`config.mk`:
```
export PLATFORM = sky130hd
export DESIGN_NAME = config_uart_word_rx
export DESIGN_NICKNAME = d
export VERILOG_FILES = /design/src/rtl/config_uart_word_rx.sv
export SDC_FILE = /design/constraint.sdc
export NUM_CORES = 1
export LEC_CHECK = 0
export ABC_CLOCK_PERIOD_IN_PS = 2870
export CORE_ASPECT_RATIO = 0.9
export CORE_MARGIN = 2
export CORE_UTILIZATION = 57
export DETAILED_ROUTE_END_ITERATION = 6
export GPL_TIMING_DRIVEN = 0
export HOLD_SLACK_MARGIN = 0.1
export PLACE_DENSITY = 0.79
export SETUP_SLACK_MARGIN = 0.15
export SLEW_MARGIN = 20
export SYNTH_ARGS = -nofsm -noshare
export SYNTH_HDL_FRONTEND = slang
export SYNTH_SLANG_ARGS = --single-unit
```
`constraint.sdc`:
```
create_clock -name CLK -period 2.87 [get_ports CLK]
set_clock_uncertainty 0.2 [all_clocks]
set_input_delay 0.4305 -clock CLK [delete_from_list [all_inputs] [get_ports CLK]]
set_output_delay 0.4305 -clock CLK [all_outputs]
set_load 0.1 [all_outputs]
```
`src/rtl/config_uart_word_rx.sv`:
```
// config_uart_word_rx
//   UART receiver front end for the fabric configuration path. It packs four
//   accepted bytes, MSB first, into a 32-bit word and presents it as a
//   WriteData/WriteStrobe pair. ComActive is the session-activity signal that
//   the downstream configuration FSM uses as its resync input.
//
//   Build option: define UART_PARITY_EN for 8E1 framing with a live
//   ParityError. Without the macro the frame is 8N1 and ParityError is tied 0.
//
// Ports
//   CLK          clock
//   resetn       asynchronous active-low reset
//   Rx           UART line, asynchronous to CLK, idle high
//   WriteData    last completed word, held until the next word completes
//   WriteStrobe  one-cycle pulse when WriteData updates
//   ComActive    high while a UART session is active
//   FrameError   one-cycle pulse when a stop bit samples 0
//   ParityError  one-cycle pulse on even-parity mismatch (0 without parity)
module config_uart_word_rx #(
    parameter int ClksPerBit      = 434,
    parameter int ActivityTimeout = 100000
) (
    input  logic        CLK,
    input  logic        resetn,
    input  logic        Rx,
    output logic [31:0] WriteData,
    output logic        WriteStrobe,
    output logic        ComActive,
    output logic        FrameError,
    output logic        ParityError
);

    localparam int CntW  = $clog2(ClksPerBit + 1);
    localparam int IdleW = $clog2(ActivityTimeout + 1);

    localparam logic [CntW-1:0]  CntOne   = CntW'(1);
    localparam logic [CntW-1:0]  HalfBit  = CntW'(ClksPerBit / 2);
    localparam logic [CntW-1:0]  FullBit  = CntW'(ClksPerBit);
    localparam logic [IdleW-1:0] IdleOne  = IdleW'(1);
    localparam logic [IdleW-1:0] IdleLast = IdleW'(ActivityTimeout - 1);

    typedef enum logic [2:0] {
        S_IDLE,
        S_START,
        S_DATA,
`ifdef UART_PARITY_EN
        S_PARITY,
`endif
        S_STOP,
        S_WAIT_HIGH
    } rx_state_t;

    // Input synchronizer; both flops reset to the idle line level.
    logic sync1_q;
    logic line_q;

    always_ff @(posedge CLK or negedge resetn) begin
        if (!resetn) begin
            sync1_q <= 1'b1;
            line_q  <= 1'b1;
        end else begin
            sync1_q <= Rx;
            line_q  <= sync1_q;
        end
    end

    rx_state_t       state_q;
    logic [CntW-1:0] cnt_q;
    logic [2:0]      bit_idx_q;
    logic [7:0]      data_q;
    logic            bad_q;
    logic            frame_err_q;
`ifdef UART_PARITY_EN
    logic            parity_err_q;
`endif

    // cnt_q holds the number of cycles since t0 (START) or since the previous
    // sample, so the first sample lands at half a bit and the rest one full
    // bit apart.
    logic sample_tick;
    assign sample_tick = (state_q == S_START) ? (cnt_q == HalfBit) : (cnt_q == FullBit);

    always_ff @(posedge CLK or negedge resetn) begin
        if (!resetn) begin
            state_q      <= S_IDLE;
            cnt_q        <= '0;
            bit_idx_q    <= '0;
            data_q       <= '0;
            bad_q        <= 1'b0;
            frame_err_q  <= 1'b0;
`ifdef UART_PARITY_EN
            parity_err_q <= 1'b0;
`endif
        end else begin
            frame_err_q  <= 1'b0;
`ifdef UART_PARITY_EN
            parity_err_q <= 1'b0;
`endif
            if (state_q != S_IDLE && state_q != S_WAIT_HIGH)
                cnt_q <= sample_tick ? CntOne : cnt_q + CntOne;

            case (state_q)
                S_IDLE: begin
                    if (!line_q) begin
                        state_q <= S_START;
                        cnt_q   <= CntOne;
                        bad_q   <= 1'b0;
                    end
                end
                S_START: begin
                    if (sample_tick) begin
                        // A line already back high at mid-bit was a glitch.
                        if (line_q) begin
                            state_q <= S_IDLE;
                        end else begin
                            state_q   <= S_DATA;
                            bit_idx_q <= '0;
                        end
                    end
                end
                S_DATA: begin
                    if (sample_tick) begin
                        data_q    <= {line_q, data_q[7:1]};
                        bit_idx_q <= bit_idx_q + 3'd1;
                        if (bit_idx_q == 3'd7) begin
`ifdef UART_PARITY_EN
                            state_q <= S_PARITY;
`else
                            state_q <= S_STOP;
`endif
                        end
                    end
                end
`ifdef UART_PARITY_EN
                S_PARITY: begin
                    if (sample_tick) begin
                        if (line_q != ^data_q) begin
                            parity_err_q <= 1'b1;
                            bad_q        <= 1'b1;
                        end
                        state_q <= S_STOP;
                    end
                end
`endif
                S_STOP: begin
                    if (sample_tick) begin
                        if (line_q) begin
                            state_q <= S_IDLE;
                        end else begin
                            frame_err_q <= 1'b1;
                            state_q     <= S_WAIT_HIGH;
                        end
                    end
                end
                S_WAIT_HIGH: begin
                    if (line_q)
                        state_q <= S_IDLE;
                end
                default: state_q <= S_IDLE;
            endcase
        end
    end

    // Byte accepted on a good stop sample; data_q already holds the full byte.
    logic byte_accept;
    assign byte_accept = (state_q == S_STOP) && sample_tick && line_q && !bad_q;

    logic [1:0]       byte_cnt_q;
    logic [23:0]      shift_q;
    logic [31:0]      write_data_q;
    logic             write_strobe_q;
    logic             com_active_q;
    logic [IdleW-1:0] idle_q;

    always_ff @(posedge CLK or negedge resetn) begin
        if (!resetn) begin
            byte_cnt_q     <= '0;
            shift_q        <= '0;
            write_data_q   <= '0;
            write_strobe_q <= 1'b0;
            com_active_q   <= 1'b0;
            idle_q         <= '0;
        end else begin
            write_strobe_q <= 1'b0;
            // An accepted byte takes priority over a coincident timeout.
            if (byte_accept) begin
                com_active_q <= 1'b1;
                idle_q       <= '0;
                if (byte_cnt_q == 2'd3) begin
                    write_data_q   <= {shift_q, data_q};
                    write_strobe_q <= 1'b1;
                    byte_cnt_q     <= '0;
                end else begin
                    shift_q    <= {shift_q[15:0], data_q};
                    byte_cnt_q <= byte_cnt_q + 2'd1;
                end
            end else if (com_active_q) begin
                idle_q <= idle_q + IdleOne;
                // Drop on the edge where the counter reaches the timeout; it
                // then freezes because com_active_q is low.
                if (idle_q == IdleLast) begin
                    com_active_q <= 1'b0;
                    byte_cnt_q   <= '0;
                end
            end
        end
    end

    assign WriteData   = write_data_q;
    assign WriteStrobe = write_strobe_q;
    assign ComActive   = com_active_q;
    assign FrameError  = frame_err_q;
`ifdef UART_PARITY_EN
    assign ParityError = parity_err_q;
`else
    assign ParityError = 1'b0;
`endif

endmodule

```
Yosys cells after proc, flatten, opt, wreduce, memory -nomap -nowiden
Cells that the tools add are included.
{"block": "word_totals", "regBits": 103, "latchBits": 0, "ramBits": 0, "romBits": 0, "inputBits": 3, "output_inout_bits": 36, "wordCells": 81, "n_memories": 0}
{"block": "op_classes", "n_addsub": 4, "multipliers": 0, "div": 0, "magnitude_cmp": 0, "n_eq_ne": 17, "n_shift": 0, "muxes": 32, "bitwise_logic": 1, "n_reduce_logical": 14}
{"op": "two-way mux 9 bit", "count": 4}
{"op": "two-way mux 17 bit", "count": 2}
{"op": "two-way mux 3 bit", "count": 10}
{"op": "adder 17 x 1 -> 17 bit (second input constant)", "count": 1}
{"op": "equality test 17 bit (second input constant)", "count": 1}
{"op": "case mux 3 bit (5 select lines)", "count": 1}
{"op": "inequality test 2 bit (second input constant)", "count": 7}
{"op": "two-way mux 2 bit", "count": 5}
{"op": "adder 9 x 1 -> 9 bit (second input constant)", "count": 1}
{"op": "equality test 9 x 8 -> 1 bit (second input constant)", "count": 1}
{"op": "equality test 9 bit (second input constant)", "count": 1}
{"op": "two-way mux 1 bit", "count": 9}
{"op": "AND reduction 2 bit", "count": 4}
{"op": "equality test 3 x 2 -> 1 bit (second input constant)", "count": 2}
{"op": "equality test 3 bit (second input constant)", "count": 2}
{"op": "case mux 3 bit (2 select lines)", "count": 1}
{"op": "AND reduction 6 bit", "count": 1}
{"op": "nonzero test 2 bit", "count": 3}
{"op": "AND reduction 4 bit", "count": 1}
{"op": "adder 3 x 1 -> 3 bit (second input constant)", "count": 1}
{"op": "equality test 3 x 1 -> 1 bit (second input constant)", "count": 1}
{"op": "logical AND 1 bit", "count": 3}
{"op": "zero test 3 bit", "count": 1}
{"op": "inequality test 3 bit (second input constant)", "count": 1}
{"op": "4 further kinds", "count": 4}

Longest topological paths before layout
{"block": "logic_depth", "word_depth": 6, "ltp_mapped": 7, "ltp_nobuf": 5}

Worst setup path before layout
Ideal clock, no wire load.
{"block": "synth_path", "kind": "register to register", "startpoint": "register com_active_q, in the netlist ComActive", "endpoint": "register idle_q[13]", "setup_time_ns": 0.078, "t_arrival_ns": 2.240, "t_required_ns": 2.592, "setup_slack_ns": 0.352, "path_stages_with_launch": 7, "n_path_buf": 2, "period_less_slack_ns": 2.518, "cell_sequence": "dfrtp_1 > buf_2 > and4_1 > buf_2 > nand4_1 > or3_1 > a21oi_1"}
{"block": "synth_via", "elab_chain_len": 1}
{"item": "from (decl)", "line_no": "172", "text": "logic com_active_q;"}
{"item": "from (signal assigned)", "line_no": "181", "text": "com_active_q <= 1'b0;"}
{"item": "from (signal assigned)", "line_no": "187", "text": "com_active_q <= 1'b1;"}
{"item": "from (signal assigned)", "line_no": "202", "text": "com_active_q <= 1'b0;"}
{"item": "nonzero test 2 bit (no line)"}
{"item": "to (signal assigned)", "line_no": "198", "text": "idle_q <= idle_q + IdleOne;"}
{"item": "to (decl)", "line_no": "173", "text": "logic [IdleW-1:0] idle_q;"}
Every way passes these cells.
A chain may end at the register's enable or synchronous reset.

Final worst setup path
{"block": "layout_path", "startpoint": "register write_data_q[1], in the netlist WriteData[1]", "endpoint": "output port WriteData[1]"}
{"item": "from (decl)", "line_no": "170", "text": "logic [31:0] write_data_q;"}
{"item": "from (signal assigned)", "line_no": "190", "text": "write_data_q <= {shift_q, data_q};"}
{"item": "to (decl)", "line_no": "26", "text": "output logic [31:0] WriteData,"}
No word-level cell between the ends.

==> results.md <==
- Number of library cell types mapped by synthesis: 47
- Peak supply drop: 0.000454 V
- Int Pwr: 0.00188 W
- Fillcell total: 541
- Finished Layout Cells: 489
- Pwr/cell area: 459 nW/um2
- WP data required: 2240 ps
- CP Cell Sequence: clkdlybuf4s50_1
- Crit. End Element: output pin
- CTS tree: built
- Clk Latency, worst-skew pair: 350 ps
- Initial antenna violation count: 0
- Core Util, Final: 68.9%
- Clk sinks: 103
- Slew Limit Fails: 0
- Placement Cell Area: 5010 um2
- Avg Cell Area, Syn: 13.3 um2
- Critical path class: register to output pin
- Resized Gates After CTS: 0
- Post-Syn Instances: 338
- Outcome: finished, final reports clean
- Port Buffers: 37
- Worst Path Arrival: 1900 ps
- # placed instances: 472
- Largest net degree at the start of global routing: 55
- Count leader, synth: dfrtp_1
- Total number of vias: 2730
- Initial DRC Count: 119
- HPWL Detailed: 5470 um
- Final hold vios: 0
- Seq/Total Area, Yosys: 57.4%
- # H-tree levels: 3
- Buf+Inv Stages, Crit Path: 1
- GP Congestion: 0.844
- Clock network power share: 37.6%
- Yosys warning total: 0
- Layout area overhead: 16.3%
- Min-Delay Path Class: register to register
- Max-cap violation count: 0
- Startpoint Class: register
- Number of synthesized flops with an enable pin: 0
- Post-synth top flop: dfrtp_1
- Core area: 7580 um2
- Asr flop ratio synth: 100%
- Share of cells above drive strength 1: 26.0%
- RSZ-0062 raised after global routing: false
- GRT Util Overall: 19.2%
- Post-route cell area: 5230 um2
- Vias/cell: 5.58
- Sw power: 0.000525 W
- Worst-path clk slew: 90 ps
- Ant diodes: 0
- Slew HR: 33.8%
- Nets@finish: 396
- Top-level port count: 39
- Drt pass-1 iters: 4
- Post-synth top area cell: dfrtp_1
- Die Footprint: 8610 um2
- Sequential Power Share: 60.6%
- Hold WS: 163 ps
- Chip width: 97.6 um
- Comb power frac: 1.8%
- Detailed-route DRC error count: 0
- Post-DRT Antenna Nets: 0
- Crit Path Max Fanout: 2
- Fin crit share: 88.2%
- First-pass GRT wire length: 13200 um
- Hold-fix buffers, CTS: 1
- Wire per inst: 15.8 um
- Setup violations, final: 0
- Setup bufs post-CTS: 0
- Number of CTS-inserted buffers: 9
- Post-synth top cells: dfrtp_1 (101), mux2_2 (46), mux2_4 (20), nor2_1 (16), nand2_1 (13)
- Worst Tran Pin Value: 990 ps
- Routed WL: 7750 um
- Fmax: 395 MHz
- #FFs+latches synth: 103
- Syn Nets: 346
- CP max stage delay: 1150 ps
- Global route total overflow: 0
- Die height: 88.2 um
- Synth top area share: 56.3%
- Synthesized area: 4490 um2
- Cell Rows: 30
- Switching share of total power: 21.9%
- Initial core utilization: 59.2%
- Clk buf depth: 2
- Synth top area cells: dfrtp_1 (56%), mux2_2 (12%), mux2_4 (6.7%), xor2_1 (1.9%), nand4_1 (1.5%)
- Clock Root Buffer: clkbuf_8
- Delay-heaviest family, CP: buffers and inverters
- Min cycle time layout: 2530 ps
- Vias in the first global route: 2754
- Worst path slowest cell: clkdlybuf4s50_1
- P_leak: 2.47 nW
## state kept, by name, indices dropped and copies added, names as in the netlist
register     cells
ComActive        1
FrameError       1
WriteData       32
WriteStrobe      1
bit_idx_q        3
byte_cnt_q       2
cnt_q            9
data_q           8
idle_q          17
line_q           1
shift_q         24
state_q          3
sync1_q          1
## cells in the final DEF (no fill, tap or decap), types with 3 or more instances in the layout
master / instances
a21oi_1: 10
a22o_1: 4
buf_2: 6
buf_6: 3
clkbuf_1: 6
clkbuf_8: 9
clkdlybuf4s50_1: 36
dfrtp_1: 101
ha_1: 5
mux2_2: 46
mux2_4: 20
nand2_1: 13
nand3_1: 8
nand4_1: 11
nor2_1: 16
nor2b_1: 3
nor3_1: 12
o21ai_0: 10
or3_1: 9
xnor2_1: 7
xor2_1: 10
## kinds of logic (layout without fill, tap and decap cells)
family | after synthesis | count (layout) | synth area share (%)
flops | 103 | 103 | 57.4
xor+xnor | 17 | 17 | 3.31
other cells | 1 | 1 | 0.0835
simple gates | 95 | 95 | 12.1
mux | 68 | 68 | 18.7
fa+ha+maj | 5 | 5 | 1.39
buf+inv | 19 | 74 | 2.90
compound gates | 30 | 30 | 4.07
## metrics by stage
stage	setup TNS, ps	setup slack, ps	total power [W]
after floorplan	0	352	0.00149
after global placement	-259960	-2550	0.00152
after detailed placement	0	619	0.00153
after CTS	0	318	0.00243
after global routing	0	285	0.00250
final	0	338	0.00240
## worst register-to-register path, stage by stage, from the launching register on
cell	delay [ps]
dfrtp_1	390
clkbuf_1	210
nor3b_1	340
nand4_1	280
a21oi_1	560
nor3_1	120
## power groups by stage
stage	sequential (W)	combinational [W]	clock, W
6_report	0.00145	0.0000433	0.000903
5_1_grt	0.00146	0.0000504	0.000997
4_1_cts	0.00145	0.0000457	0.000934
3_3_place_gp	0.00148	0.0000391	0
3_5_place_dp	0.00148	0.0000445	0
2_1_floorplan	0.00148	0.00000831	0
## final timing paths
check | start | to | slack [ps] | cells past startpoint
worst max-delay path | WriteData[1] | WriteData[1] | 340 | 1
worst min-delay path | sync1_q | line_q | 160 | 0
worst max register to register | state_q[1] | cnt_q[3] | 630 | 5
worst min register to register | sync1_q | line_q | 160 | 0
max in group asynchronous | resetn | shift_q[8] | 1500 | 3
min in group asynchronous | resetn | cnt_q[2] | 380 | 2
## per-layer routing
layer | vias up | routed length (um) | global-route usage, %
met5 | - | 0 | 0
met4 | 0 | 53 | 4.92
met3 | 4 | 302 | 5.29
met2 | 51 | 3860 | 32.3
met1 | 1365 | 3530 | 25.5
li1 | 1310 | - | -
## final cells by class
type | count | area, um2 | area share, %
multi-input combinational | 216 | 1780 | 34.1
tap | 96 | 120 | 2.30
inverter | 2 | 7.51 | 0.144
timing repair buffer | 39 | 409 | 7.83
clock buffer | 9 | 124 | 2.37
buffer | 17 | 123 | 2.35
sequential | 103 | 2580 | 49.4
clock inverter | 7 | 80.1 | 1.53
No activity file was read; power rests on OpenSTA's default activity.
==> edit: new RTL, same settings <==
Build with the macro `UART_PARITY_EN` defined.
--- a/src/rtl/config_uart_word_rx.sv
+++ b/src/rtl/config_uart_word_rx.sv
@@ -16,6 +16,8 @@
 //   ComActive    high while a UART session is active
 //   FrameError   one-cycle pulse when a stop bit samples 0
 //   ParityError  one-cycle pulse on even-parity mismatch (0 without parity)
+`define UART_PARITY_EN
+
 module config_uart_word_rx #(
     parameter int ClksPerBit      = 434,
     parameter int ActivityTimeout = 100000
Formal check against the unedited RTL: no difference found for any inputs over 10 cycles, from zero or initial values and one cycle with resetn low; that may be too few to reach the edited logic, so the function may still have changed.
==> edit against the unedited design <==
Final area rose by 0.12%; sequential cell count rose by 2; wire length fell by 1.1%; worst setup slack got worse by 0.10 ns; register-to-register slack got worse by 0.24 ns; final cell count rose by 2.0%; largest power group unchanged; first-iteration DRC count fell by 16%; synthesized area rose by 0.22%; critical path depth did not move; critical path type unchanged; total power fell by 1.1%.
==> edit: results (changes against the unedited design) <==
| Metric | Value |
|---|---|
| Status | completed |
| Nets@finish | 406 (+2.5%) |
| CTS Root Cell | clkbuf_8 |
| Resize count post-CTS | 0 (unchanged) |
| H-tree depth | 3 (unchanged) |
| CP max FO | 7 (+5) |
| Syn Inst Count | 347 (+2.7%) |
| Crit-path slowest cell | clkdlybuf4s50_1 |
| First-pass GRT wire length | 13.1 mm (-1.1%) |
| Detailed-placement wirelength estimate | 5.36 mm (-2.0%) |
| Worst path top cell family by delay | buffers and inverters |
| R2R Setup Slk | 0.39 ns (-0.24 ns) |
| Critical path destination | ComActive |
| Reg2reg start | line_q |
| Area of the multi-input gates | 1790 um2 (+0.42%) |
| Sequential area share after synthesis | 0.584 (+0.00984) |
| DR WL/cell | 15.3 um (-3.1%) |
| Max clock buf depth | 2 (unchanged) |
| Crit path from | ComActive |
| Largest net degree at the start of global routing | 82 (+49%) |
| Routed vias | 2764 (+1.2%) |
| GRT Resource Usage Total | 0.192 (-0.000893) |
| Peak supply drop | 0.295 mV (-35%) |
| Worst skew pair latency | 0.36 ns |
| R2R Path End | shift_q[12] |
| DR iter-0 viols | 100 (-16%) |
| Crit path time final | 2.64 ns (+0.103 ns) |
| Final-layout fill cell count | 547 (+1.1%) |
| Placed cell area | 5030 um2 (+0.40%) |
| Switching pwr | 533 uW (+1.6%) |
| Most common cell in the netlist | dfrtp_1 |
| Worst Hold Depth | 0 (unchanged) |
| Top cells by count, synth | dfrtp_1, mux2_2, nor2_1 |
| Measured slew at the worst slew-check pin | 0.982 ns (-0.00723 ns) |
| Diode count | 0 (unchanged) |
| Total CTS buffers | 9 (unchanged) |
| Initial antenna violation count | 0 (unchanged) |
| Syn_nets | 355 (+2.6%) |
| Largest cells by area after synthesis | dfrtp_1, mux2_2, mux2_1, xor2_1, nor2_1 |
| WP data arrival | 2.00 ns (+0.10 ns) |
| Clk slew on worst S/H paths | 0.09 ns (about the same) |
| Setup WS pre-CTS | 0.405 ns (-0.214 ns) |
| Max FFs per register | 32 (unchanged) |
| Vias in the first global route | 2705 (-1.8%) |
| Post-synthesis async set-or-reset flop share | 1.00 (unchanged) |
| DP Cell Count | 482 (+2.1%) |
| WL final | 7.66 mm (-1.1%) |
| Share of layout cells above drive strength 1 | 0.189 (-0.0710) |
| PortBufs | 38 (+2.7%) |
| Peak per-stage delay on the critical path | 1.17 ns (+0.02 ns) |
| Leak pwr | 2.54 nW (+3.1%) |
| Routability Congestion | 0.844 (about the same) |
| Count of different cell masters after synthesis | 43 (-8.5%) |
| Worst Reg-to-Reg Cells | 7 (+2) |
## edit: changes by cell type after synthesis, sizes merged, moves of 4 or more
cell / unedited run / this run
nor2: 16 / 30
nor3: 12 / 4
and3: 2 / 8
xor2: 10 / 16
a21oi: 10 / 5
o21ai: 10 / 5
nand2: 14 / 18
or3: 9 / 5
xnor2: 7 / 11
## edit: per-layer routing
| layer | part of all wire | vias up | global-route usage | wire length, um |
|---|---|---|---|---|
| met5 | 0 | - | 0 | 0 |
| met4 | 0.011 | 0 | 0.0530 | 83 |
| met1 | 0.48 | 1374 | 0.266 | 3690 |
| met2 | 0.47 | 51 | 0.307 | 3600 |
| li1 | - | 1330 | - | - |
| met3 | 0.036 | 9 | 0.0498 | 277 |
## edit: power by group through the flow
stage                     Combinational, mW  Clock (mW)  Sequential (mW)
final                                0.0410       0.851             1.48
after global routing                 0.0489       0.930             1.48
after CTS                            0.0435       0.877             1.48
after detailed placement             0.0422           0             1.51
after global placement               0.0369           0             1.51
after floorplan                     0.00464           0             1.51
## edit: area by class of cell
| cell class | instances | area share |
|---|---|---|
| Tap cell | 96 | 0.0230 |
| Inverter | 2 | 0.00144 |
| Multi-Input combinational cell | 226 | 0.342 |
| Sequential cell | 105 | 0.503 |
| Clock buffer | 10 | 0.0263 |
| Buffer | 14 | 0.0144 |
| Clock inverter | 6 | 0.0100 |
| Timing Repair Buffer | 40 | 0.0801 |
## edit: cells by family (layout without fill, tap and decap cells)
| group | Yosys count | count (layout) | synth area share |
|---|---|---|---|
| DFF | 105 | 105 | 0.584 |
| and+or+nand+nor | 104 | 104 | 0.126 |
| muxes | 68 | 68 | 0.169 |
| xor gates and xnor gates | 28 | 28 | 0.0575 |
| AOI/OAI and AO/OA | 21 | 21 | 0.0308 |
| buffers and inverters | 16 | 72 | 0.0183 |
| adders and majority gates | 5 | 5 | 0.0139 |
## edit: repair_timing
item	in CTS	in global routing
endpoints found under the setup margin	0	0
hold buffers	1	0
hold endpoints to repair	105	0
## edit: how the worst min path moves through the flow
stage	startpoint	slack, ns	endpoint
floorplan	resetn	-0.07	ComActive
global placement	sync1_q	0.15	line_q
detailed placement	resetn	0.10	idle_q[10]
CTS	sync1_q	0.16	line_q
global route	sync1_q	0.16	line_q
finish	sync1_q	0.16	line_q
